--- src/rtl/debug_run_controller_if.sv ---
// UART-side handshake bundle of the debug run controller:
// received command bytes in, report bytes out with tx pacing.
interface debug_run_controller_if #(
  parameter int DATA_SIZE = 8
);
  logic [DATA_SIZE-1:0] i_rx_data;
  logic                 i_rx_done;
  logic                 i_tx_done;
  logic [DATA_SIZE-1:0] o_tx_data;
  logic                 o_tx_start;

  modport slave (
    input  i_rx_data,
    input  i_rx_done,
    input  i_tx_done,
    output o_tx_data,
    output o_tx_start
  );

  modport master (
    output i_rx_data,
    output i_rx_done,
    output i_tx_done,
    input  o_tx_data,
    input  o_tx_start
  );
endinterface

--- src/rtl/debug_run_controller.sv ---
// Debug run controller: gates the pipeline enable (run / single-step)
// and reports PC and enabled-cycle count as little-endian UART bytes.
module debug_run_controller #(
  parameter int PC_SIZE   = 32,
  parameter int DATA_SIZE = 8,
  parameter int CNT_SIZE  = 32
) (
  input  logic               i_clock,
  input  logic               i_reset,
  debug_run_controller_if.slave io_uart,
  input  logic [PC_SIZE-1:0] i_pc,
  input  logic               i_halt,
  output logic               o_enable,
  output logic [2:0]         o_state
);

  typedef enum logic [2:0] {
    S_IDLE      = 3'd0,
    S_RUN       = 3'd1,
    S_STEP_WAIT = 3'd2,
    S_STEP_EXEC = 3'd3,
    S_LOAD      = 3'd4,
    S_SEND      = 3'd5
  } state_t;

  localparam int BUF_SIZE  = PC_SIZE + CNT_SIZE;
  localparam int PC_BYTES  = PC_SIZE / DATA_SIZE;
  localparam int ALL_BYTES = BUF_SIZE / DATA_SIZE;

  localparam logic [3:0] LAST_PC  = 4'(PC_BYTES - 1);
  localparam logic [3:0] LAST_ALL = 4'(ALL_BYTES - 1);

  localparam logic [DATA_SIZE-1:0] CMD_C = DATA_SIZE'('h43);
  localparam logic [DATA_SIZE-1:0] CMD_S = DATA_SIZE'('h53);
  localparam logic [DATA_SIZE-1:0] CMD_N = DATA_SIZE'('h4E);
  localparam logic [DATA_SIZE-1:0] CMD_E = DATA_SIZE'('h45);

  state_t               r_state;
  state_t               w_next;
  logic [CNT_SIZE-1:0]  r_cnt;
  logic [BUF_SIZE-1:0]  r_buf;
  logic [3:0]           r_idx;
  logic                 r_halt;
  logic [DATA_SIZE-1:0] r_tx_data;
  logic                 r_tx_start;

  logic w_is_c;
  logic w_is_s;
  logic w_is_n;
  logic w_is_e;
  logic w_byte_done;
  logic w_last;

  assign w_is_c = io_uart.i_rx_done && (io_uart.i_rx_data == CMD_C);
  assign w_is_s = io_uart.i_rx_done && (io_uart.i_rx_data == CMD_S);
  assign w_is_n = io_uart.i_rx_done && (io_uart.i_rx_data == CMD_N);
  assign w_is_e = io_uart.i_rx_done && (io_uart.i_rx_data == CMD_E);

  // A done pulse only counts once our own start pulse has dropped.
  assign w_byte_done = (r_state == S_SEND) && io_uart.i_tx_done
                       && !r_tx_start;
  assign w_last = (r_idx == (r_halt ? LAST_ALL : LAST_PC));

  always_ff @(posedge i_clock or negedge i_reset) begin
    if (!i_reset) r_state <= S_IDLE;
    else          r_state <= w_next;
  end

  always_comb begin
    w_next = r_state;
    unique case (r_state)
      S_IDLE: begin
        unique case (1'b1)
          w_is_c:  w_next = S_RUN;
          w_is_s:  w_next = S_STEP_WAIT;
          default: w_next = S_IDLE;
        endcase
      end
      S_RUN: if (i_halt) w_next = S_LOAD;
      S_STEP_WAIT: begin
        unique case (1'b1)
          w_is_n:  w_next = S_STEP_EXEC;
          w_is_e:  w_next = S_IDLE;
          default: w_next = S_STEP_WAIT;
        endcase
      end
      S_STEP_EXEC: w_next = S_LOAD;
      S_LOAD:      w_next = S_SEND;
      S_SEND: begin
        if (w_byte_done && w_last)
          w_next = r_halt ? S_IDLE : S_STEP_WAIT;
      end
      default: w_next = S_IDLE;
    endcase
  end

  always_ff @(posedge i_clock or negedge i_reset) begin
    if (!i_reset) begin
      r_cnt      <= '0;
      r_buf      <= '0;
      r_idx      <= '0;
      r_halt     <= 1'b0;
      r_tx_data  <= '0;
      r_tx_start <= 1'b0;
    end else begin
      r_tx_start <= 1'b0;
      unique case (r_state)
        S_IDLE: begin
          if (w_is_c || w_is_s) r_cnt <= '0;
        end
        S_RUN: begin
          r_cnt <= r_cnt + CNT_SIZE'(1);
          if (i_halt) r_halt <= 1'b1;
        end
        S_STEP_EXEC: begin
          r_cnt  <= r_cnt + CNT_SIZE'(1);
          r_halt <= i_halt;
        end
        S_LOAD: begin
          r_buf      <= {r_cnt, i_pc};
          r_idx      <= '0;
          r_tx_data  <= i_pc[DATA_SIZE-1:0];
          r_tx_start <= 1'b1;
        end
        S_SEND: begin
          if (w_byte_done) begin
            if (w_last) begin
              r_halt <= 1'b0;
            end else begin
              r_idx      <= r_idx + 4'd1;
              r_buf      <= r_buf >> DATA_SIZE;
              r_tx_data  <= r_buf[2*DATA_SIZE-1:DATA_SIZE];
              r_tx_start <= 1'b1;
            end
          end
        end
        default: ;
      endcase
    end
  end

  assign o_enable = (r_state == S_RUN) || (r_state == S_STEP_EXEC);
  assign o_state  = r_state;

  assign io_uart.o_tx_data  = r_tx_data;
  assign io_uart.o_tx_start = r_tx_start;

endmodule

--- src/flat_wrapper.sv ---
// flat-port wrapper written by rule: the top's interface ports become plain ports
module debug_run_controller_flat 
#(
  parameter int PC_SIZE   = 32,
  parameter int DATA_SIZE = 8,
  parameter int CNT_SIZE  = 32
)
  (i_clock, i_reset, i_pc, i_halt, o_enable, o_state, io_uart_i_rx_data, io_uart_i_rx_done, io_uart_i_tx_done, io_uart_o_tx_data, io_uart_o_tx_start);
  debug_run_controller_if #(.DATA_SIZE(DATA_SIZE)) io_uart_i ();
  input  logic i_clock;
  input  logic i_reset;
  input  logic [PC_SIZE-1:0] i_pc;
  input  logic i_halt;
  output logic o_enable;
  output logic [2:0] o_state;
  input wire logic [$bits(io_uart_i.i_rx_data)-1:0] io_uart_i_rx_data;
  input wire logic [$bits(io_uart_i.i_rx_done)-1:0] io_uart_i_rx_done;
  input wire logic [$bits(io_uart_i.i_tx_done)-1:0] io_uart_i_tx_done;
  output wire logic [$bits(io_uart_i.o_tx_data)-1:0] io_uart_o_tx_data;
  output wire logic [$bits(io_uart_i.o_tx_start)-1:0] io_uart_o_tx_start;
  assign io_uart_i.i_rx_data = io_uart_i_rx_data;
  assign io_uart_i.i_rx_done = io_uart_i_rx_done;
  assign io_uart_i.i_tx_done = io_uart_i_tx_done;
  assign io_uart_o_tx_data = io_uart_i.o_tx_data;
  assign io_uart_o_tx_start = io_uart_i.o_tx_start;
  debug_run_controller #(.PC_SIZE(PC_SIZE), .DATA_SIZE(DATA_SIZE), .CNT_SIZE(CNT_SIZE)) u_core (.i_clock(i_clock), .i_reset(i_reset), .io_uart(io_uart_i), .i_pc(i_pc), .i_halt(i_halt), .o_enable(o_enable), .o_state(o_state));
endmodule
--- config.mk ---
export PLATFORM = sky130hd
export DESIGN_NAME = debug_run_controller_flat
export DESIGN_NICKNAME = d
export VERILOG_FILES = /design/src/rtl/debug_run_controller_if.sv /design/src/rtl/debug_run_controller.sv /design/src/flat_wrapper.sv
export SDC_FILE = /design/constraint.sdc
export NUM_CORES = 1
export LEC_CHECK = 0
export CAP_MARGIN = 20
export CELL_PAD_IN_SITES_DETAIL_PLACEMENT = 1
export CELL_PAD_IN_SITES_GLOBAL_PLACEMENT = 1
export CORE_UTILIZATION = 35
export DETAILED_ROUTE_END_ITERATION = 8
export GPL_ROUTABILITY_DRIVEN = 0
export MAX_ROUTING_LAYER = met4
export PLACE_DENSITY = 0.68
export SLEW_MARGIN = 20
export SYNTH_ARGS = -nofsm -noshare
export SYNTH_HDL_FRONTEND = slang
export SYNTH_SLANG_ARGS = --single-unit
--- constraint.sdc ---
create_clock -name i_clock -period 2.7 [get_ports i_clock]
set_input_delay 0.27 -clock i_clock [delete_from_list [all_inputs] [get_ports i_clock]]
set_output_delay 0.27 -clock i_clock [all_outputs]
set_load 0.01 [all_outputs]
==> flow_summary.toml, run 1 <==
[route]
highest_layer = "met4"
m1WireLength_mm = 6.83
wl_met3_um = 580
detail-route-antenna-nets = 0
drt-pass1-iter-count = 4
drc = 0
met2WireLength_mm = 6.94
wl_per_cell_um = 18.7
vias = 4394
drt_iter0_drc = 194
via_per_inst = 5.66
finalWirelength_mm = 14.5

[synth]
synth_area_um2 = 5450
syn_nets = 603
avgSynthCellArea_um2 = 9.80
synth_top_area_frac = 0.482
seq_area_frac_synth = 0.482
synth_common_cells = "105 x dfrtp_1, 72 x o21ai_0, 69 x nand3_1, 66 x mux2i_1, 38 x nand2_1"
post-synth-top-count-cell = "dfrtp_1"
yosys_warnings = 0
async_reset_ff_frac = 1.00
synthTopCellsByArea = "dfrtp_1 48%, mux2i_1 12%, o21ai_0 6.6%, nand3_1 6.3%, nand2_1 2.6%"
synth_cell_types = 46
yosysTopAreaCell = "dfrtp_1"
synth_cells = 556
yosys_most_used_dff = "dfrtp_1"
ys_ff_latch = 105
synth_edf_count = 0

[clocking]
htree_levels = 3
clk_pin_slew_ps = 70
cts_tree = "yes"
numCtsBuffers = 9
clockBufferDepth = 2
cts_resized = 0
clock_latency_ps = 350
cts.sinks = 105
cts-root-buf = "clkbuf_16"

[worst_setup_path]
crit_type = "reg2out"
critPathRequiredTime_ps = 2430
max_stage_delay_ps = 560
crit_family = "buffers and inverters"
cp_max_fo = 11
cp.buffers_inverters = 2
r2r-start = "u_core.r_idx[0]"
slowest_stage = "dfrtp_1"
end_kind = "primary output"
startpoint = "u_core.o_state[0]"
worstPathArrival_ps = 1980
worstSetupStartpointType = "register"
path_cells = "nor2b_1 > buf_4 > clkdlybuf4s50_1"

[floorplan]
core_um2 = 15200
initial_core_util = 0.359
die-height_um = 127
design.die.area_um2 = 16100
row_count = 45
die_w_um = 127
num_io_pins = 58

[final_layout]
fin_cells = 776
insertedDiodeCount = 0
drive_gt1_frac = 0.0595
syn2layout_area_growth_pct = 19.0
fin_util = 0.427
final_design_area_no_fill_um2 = 6490
nets = 631

[global_routing]
antenna_found_initial = 0
grt_max_degree = 61
grt_first_pass_wirelength_mm = 23.8
grt_use_total = 0.194
grt.overflow.total = 0
grt_pass1_vias = 4571

[sta]
finClkSkew_ps = 6.60
finalSetupViolations = 0
slew_headroom = 0.351
hold_violations = 0
hold_ws_ps = 470
fin_crit_ps = 2250
fin_tns_setup_ps = 0
fin_ws_ps = 454
min_period_over_period = 0.832
clock.fmax_ghz = 0.445
tightest_slew_ps = 969
slew_violations = 0
rsz0062_at_grt = "false"

[power_and_ir_drop]
p_total_mw = 5.63
power_density_nw_per_um2 = 867
p_leak_nw = 2.71
vdd.ir_drop.worst_uv = 392

[run_status]
status = "complete, no violations"

[place]
buffer_ports.inserted = 57
dp_hpwl_mm = 9.58
dp.cells = 759
post_dp_cell_area_um2 = 6140
dp_slack_ps = 354

[hold_path]
hp-class = "in2async"

[run]
max_cap_violations = 0
-- metal layers --
layer  up-vias  GRT usage
met2        70      0.313
met3        10     0.0430
met5         -          -
li1       2091          -
met1      2223      0.251
met4         0     0.0399
-- final timing paths --
| check | endpoint | slack [ps] | cells after the start |
|---|---|---|---|
| worst max-delay path | o_enable | 450 | 3 |
| max in group asynchronous | u_core.r_cnt[21] | 1470 | 3 |
| worst min register to register | u_core.r_buf[37] | 500 | 2 |
| worst max register to register | u_core.r_buf[41] | 480 | 6 |
| min in group i_clock | u_core.r_buf[37] | 500 | 2 |
| worst min-delay path | u_core.r_buf[23] | 470 | 2 |
-- repair_timing --
| item | CTS | global route |
|---|---|---|
| hold endpoints to repair | 45 | 0 |
| hold buffers | 1 | 0 |
| setup buffers | 0 | 0 |
-- layout make-up --
class,count,area (um2)
clock buffer,12,246
clock inverter,3,65.1
fill,1687,8710
inverter,6,22.5
multi-input combinational,392,2570
sequential,105,2630
tap,188,235
timing repair buffer,70,726
-- logic make-up (layout without fill, tap and decap cells) --
kind of cell,after synthesis,count (layout),synth area share
buffers and inverters,59,91,0.0519
flip-flops,105,105,0.482
AND/OR/NAND/NOR,198,198,0.208
XOR/XNOR,4,4,0.00643
multiplexers,67,67,0.123
AO/OA/AOI/OAI,121,121,0.124
adder cells (fa/ha/maj),2,2,0.00459
-- worst reg2reg max path: stages (launching register included) --
cell,delay [ps]
dfrtp_1,400
ha_1,210
nand2b_1,90
o211ai_1,790
buf_12,350
nand3_1,180
o21ai_0,120
-- flip-flops by register name, summed over array words and instances, names as in the netlist --
register                   cells
u_core.r_buf                  57
u_core.o_state                 3
u_core.io_uart.o_tx_data       7
u_core.r_idx                   4
u_core.r_halt                  1
u_core.io_uart.o_tx_start      1
u_core.r_cnt                  32
-- power by group --
group / total (mW) / switching [mW] / internal [mW] / leakage (nW)
Combinational: 2.03 / 1.19 / 0.839 / 1.16
Clock: 1.41 / 0.574 / 0.833 / 0.153
Sequential: 2.19 / 0.285 / 1.90 / 1.40
-- cells in the final DEF (no fill, tap or decap), drive strengths merged, types with 3 or more instances in the layout --
cell / count
and4: 6
inv: 6
xor2: 3
nand3: 69
dfrtp: 105
a21oi: 23
nor2b: 5
buf: 13
o21ai: 72
nor4: 9
and2: 3
mux2i: 66
clkdlybuf4s50: 56
clkbuf: 12
and3: 6
nor4b: 3
or4: 16
nor2: 7
nand2b: 14
nand2: 38
or3: 3
nand4: 13
o31ai: 16
Power figures use the tool's default switching activity.
==> run 2, diff against run 1 <==
- PLACE_DENSITY: 0.68 -> 0.7
- clock period: 2.7 -> 1.8 ns (I/O delays scaled with it)
==> run 2 against run 1 <==
Net effect:
- the run now ends with setup timing left
- wire length is 28% higher
- via count increased by 12%
- largest power group is now combinational cells
- first-iteration DRC count up 76%
- register-to-register slack worse by 650 ps
- clock power increased by 55%
- sequential power grew 45%
- largest cell class is now multi-input gates
- critical path depth is 3 higher
- final cell count grew 9.9%
==> flow_summary.toml, run 2 (synthesized netlist as in run 1, its figures left out) <==
[run_status]
status = "finished with violations"
violations = "setup timing"

[route]
drc = 0
detail-route-antenna-nets = 0
vias = 4928
highest_layer = "met4"
wl_met3_um = 461
m1WireLength_mm = 8.01
via_per_inst = 5.78
finalWirelength_mm = 18.6
drt-pass1-iter-count = 5
met2WireLength_mm = 9.63
wl_per_cell_um = 21.8
drt_iter0_drc = 342

[clocking]
htree_levels = 3
clock_latency_ps = 360
cts.sinks = 105
cts-root-buf = "clkbuf_16"
clk_pin_slew_ps = 70
numCtsBuffers = 9
cts_tree = "yes"
clockBufferDepth = 2

[final_layout]
nets = 707
regArea_um2 = 2630
largest_reg_flops = 57
final_common_cell = "dfrtp_1"
final_cell_mix = "105 x dfrtp_1, 63 x mux2i_1, 58 x nand3_1"
insertedDiodeCount = 0
final_design_area_no_fill_um2 = 7760
fillCellCount = 1622
multi_input_area_um2 = 2990
drive_gt1_frac = 0.260
regMostFlops = "u_core.r_buf"
syn2layout_area_growth_pct = 42.3

[place]
post_dp_cell_area_um2 = 6610
dp_hpwl_mm = 9.87
buffer_ports.inserted = 57

[worst_setup_path]
crit_type = "reg2reg"
rr_endpoint = "u_core.r_cnt[17]"
cp_max_fo = 21
end_kind = "register"
r2r_setup_slack_ps = -170
reg2regPathDepth = 6
worstPathArrival_ps = 2250
critPathRequiredTime_ps = 2080
r2r-start = "u_core.o_state[1]"
worstSetupStartpointType = "register"

[global_routing]
grt_pass1_vias = 5205
antenna_found_initial = 0
grt_first_pass_wirelength_mm = 27.6
grt_use_total = 0.230
grt_max_degree = 59
grt.overflow.total = 0

[sta]
fin_ws_ps = -170
fin_crit_ps = 1970
finalSetupViolations = 48
tightest_slew_ps = 494
hold_violations = 0
slew_violations = 0
finClkSkew_ps = 9.81
rsz0062_at_grt = "true"
min_period_over_period = 1.09
clock.fmax_ghz = 0.508
fin_tns_setup_ps = -2360
slew_headroom = 0.670

[power_and_ir_drop]
p_total_mw = 10.4
power_density_nw_per_um2 = 1340
p_leak_nw = 3.38
vdd.ir_drop.worst_uv = 777

[floorplan]
initial_core_util = 0.359
num_io_pins = 58
row_count = 45
design.die.area_um2 = 16100
core_um2 = 15200
die_w_um = 127
die-height_um = 127

[hold_path]
hp-class = "in2async"

[run]
max_cap_violations = 0
-- run 2: cell count changes in the layout (fill, tap and decap cells not counted), moves of 5 or more --
cell	previous run	this run
o21ai_2	0	7
o21ai_0	72	8
nor4_4	0	6
buf_12	3	18
o21ai_1	0	57
buf_6	0	8
buf_4	9	53
nor4_1	6	0
nand3_1	69	58
o31ai_2	0	5
a21oi_1	23	13
a21oi_2	0	10
nand3_2	0	11
o31ai_1	16	7
-- run 2: cell type report --
class,instances,area share
Clock buffer,10,0.0295
Clock inverter,6,0.0113
Inverter,6,0.00290
Multi-Input combinational cell,395,0.386
Sequential cell,105,0.339
Tap cell,188,0.0303
Timing Repair Buffer,143,0.202
-- run 2: where the power goes --
part           internal (mW)  leakage, nW  switching [mW]  total [mW]
registers               2.85         1.40           0.325        3.18
clock network           1.23        0.157           0.951        2.18
logic                   2.31         1.82            2.73        5.04
-- run 2: worst max-delay path by stage --
stage / to / cells after the start / start / slack [ps]
after CTS: u_core.r_cnt[22] / 7 / u_core.o_state[1] / -120
final: u_core.r_cnt[17] / 6 / u_core.o_state[1] / -170
after global placement: u_core.r_buf[54] / 5 / io_uart_i_tx_done / -290
after global routing: u_core.r_idx[3] / 8 / u_core.o_state[1] / -210
after detailed placement: u_core.r_buf[21] / 6 / u_core.o_state[1] / -410
after floorplan: u_core.r_cnt[30] / 7 / u_core.o_state[1] / -30
-- run 2: timing repair --
item | CTS | global route
setup endpoints to repair | 97 | 96
hold buffers | 1 | 0
endpoints found under the hold margin | 28 | 0
resized for setup | 39 | 126
setup buffers | 7 | 15
pin swaps | 10 | 9
gates cloned | 8 | 5
-- run 2: metal layers --
layer / vias up / global-route usage
met2: 105 / 0.396
li1: 2248 / -
met4: 0 / 0.0980
met3: 32 / 0.0333
met5: - / -
met1: 2543 / 0.267
-- run 2: critical path, cell delays in order (launching register included) --
cell and delay, ps:
dfrtp_1 410, buf_6 130, nor4b_4 280, a31oi_4 160, buf_12 190, or4_1 550, a21oi_2 160
-- run 2: stage by stage --
step | setup slack, ps | hold slack [ps] | utilization | cells
global placement | -293 | 159 | 0.434 | 803
detailed placement | -413 | 172 | 0.434 | 803
finish | -170 | 329 | 0.510 | 853
floorplan | -25.5 | -116 | - | 556
global route | -211 | 361 | 0.510 | 853
CTS | -123 | 344 | 0.480 | 835
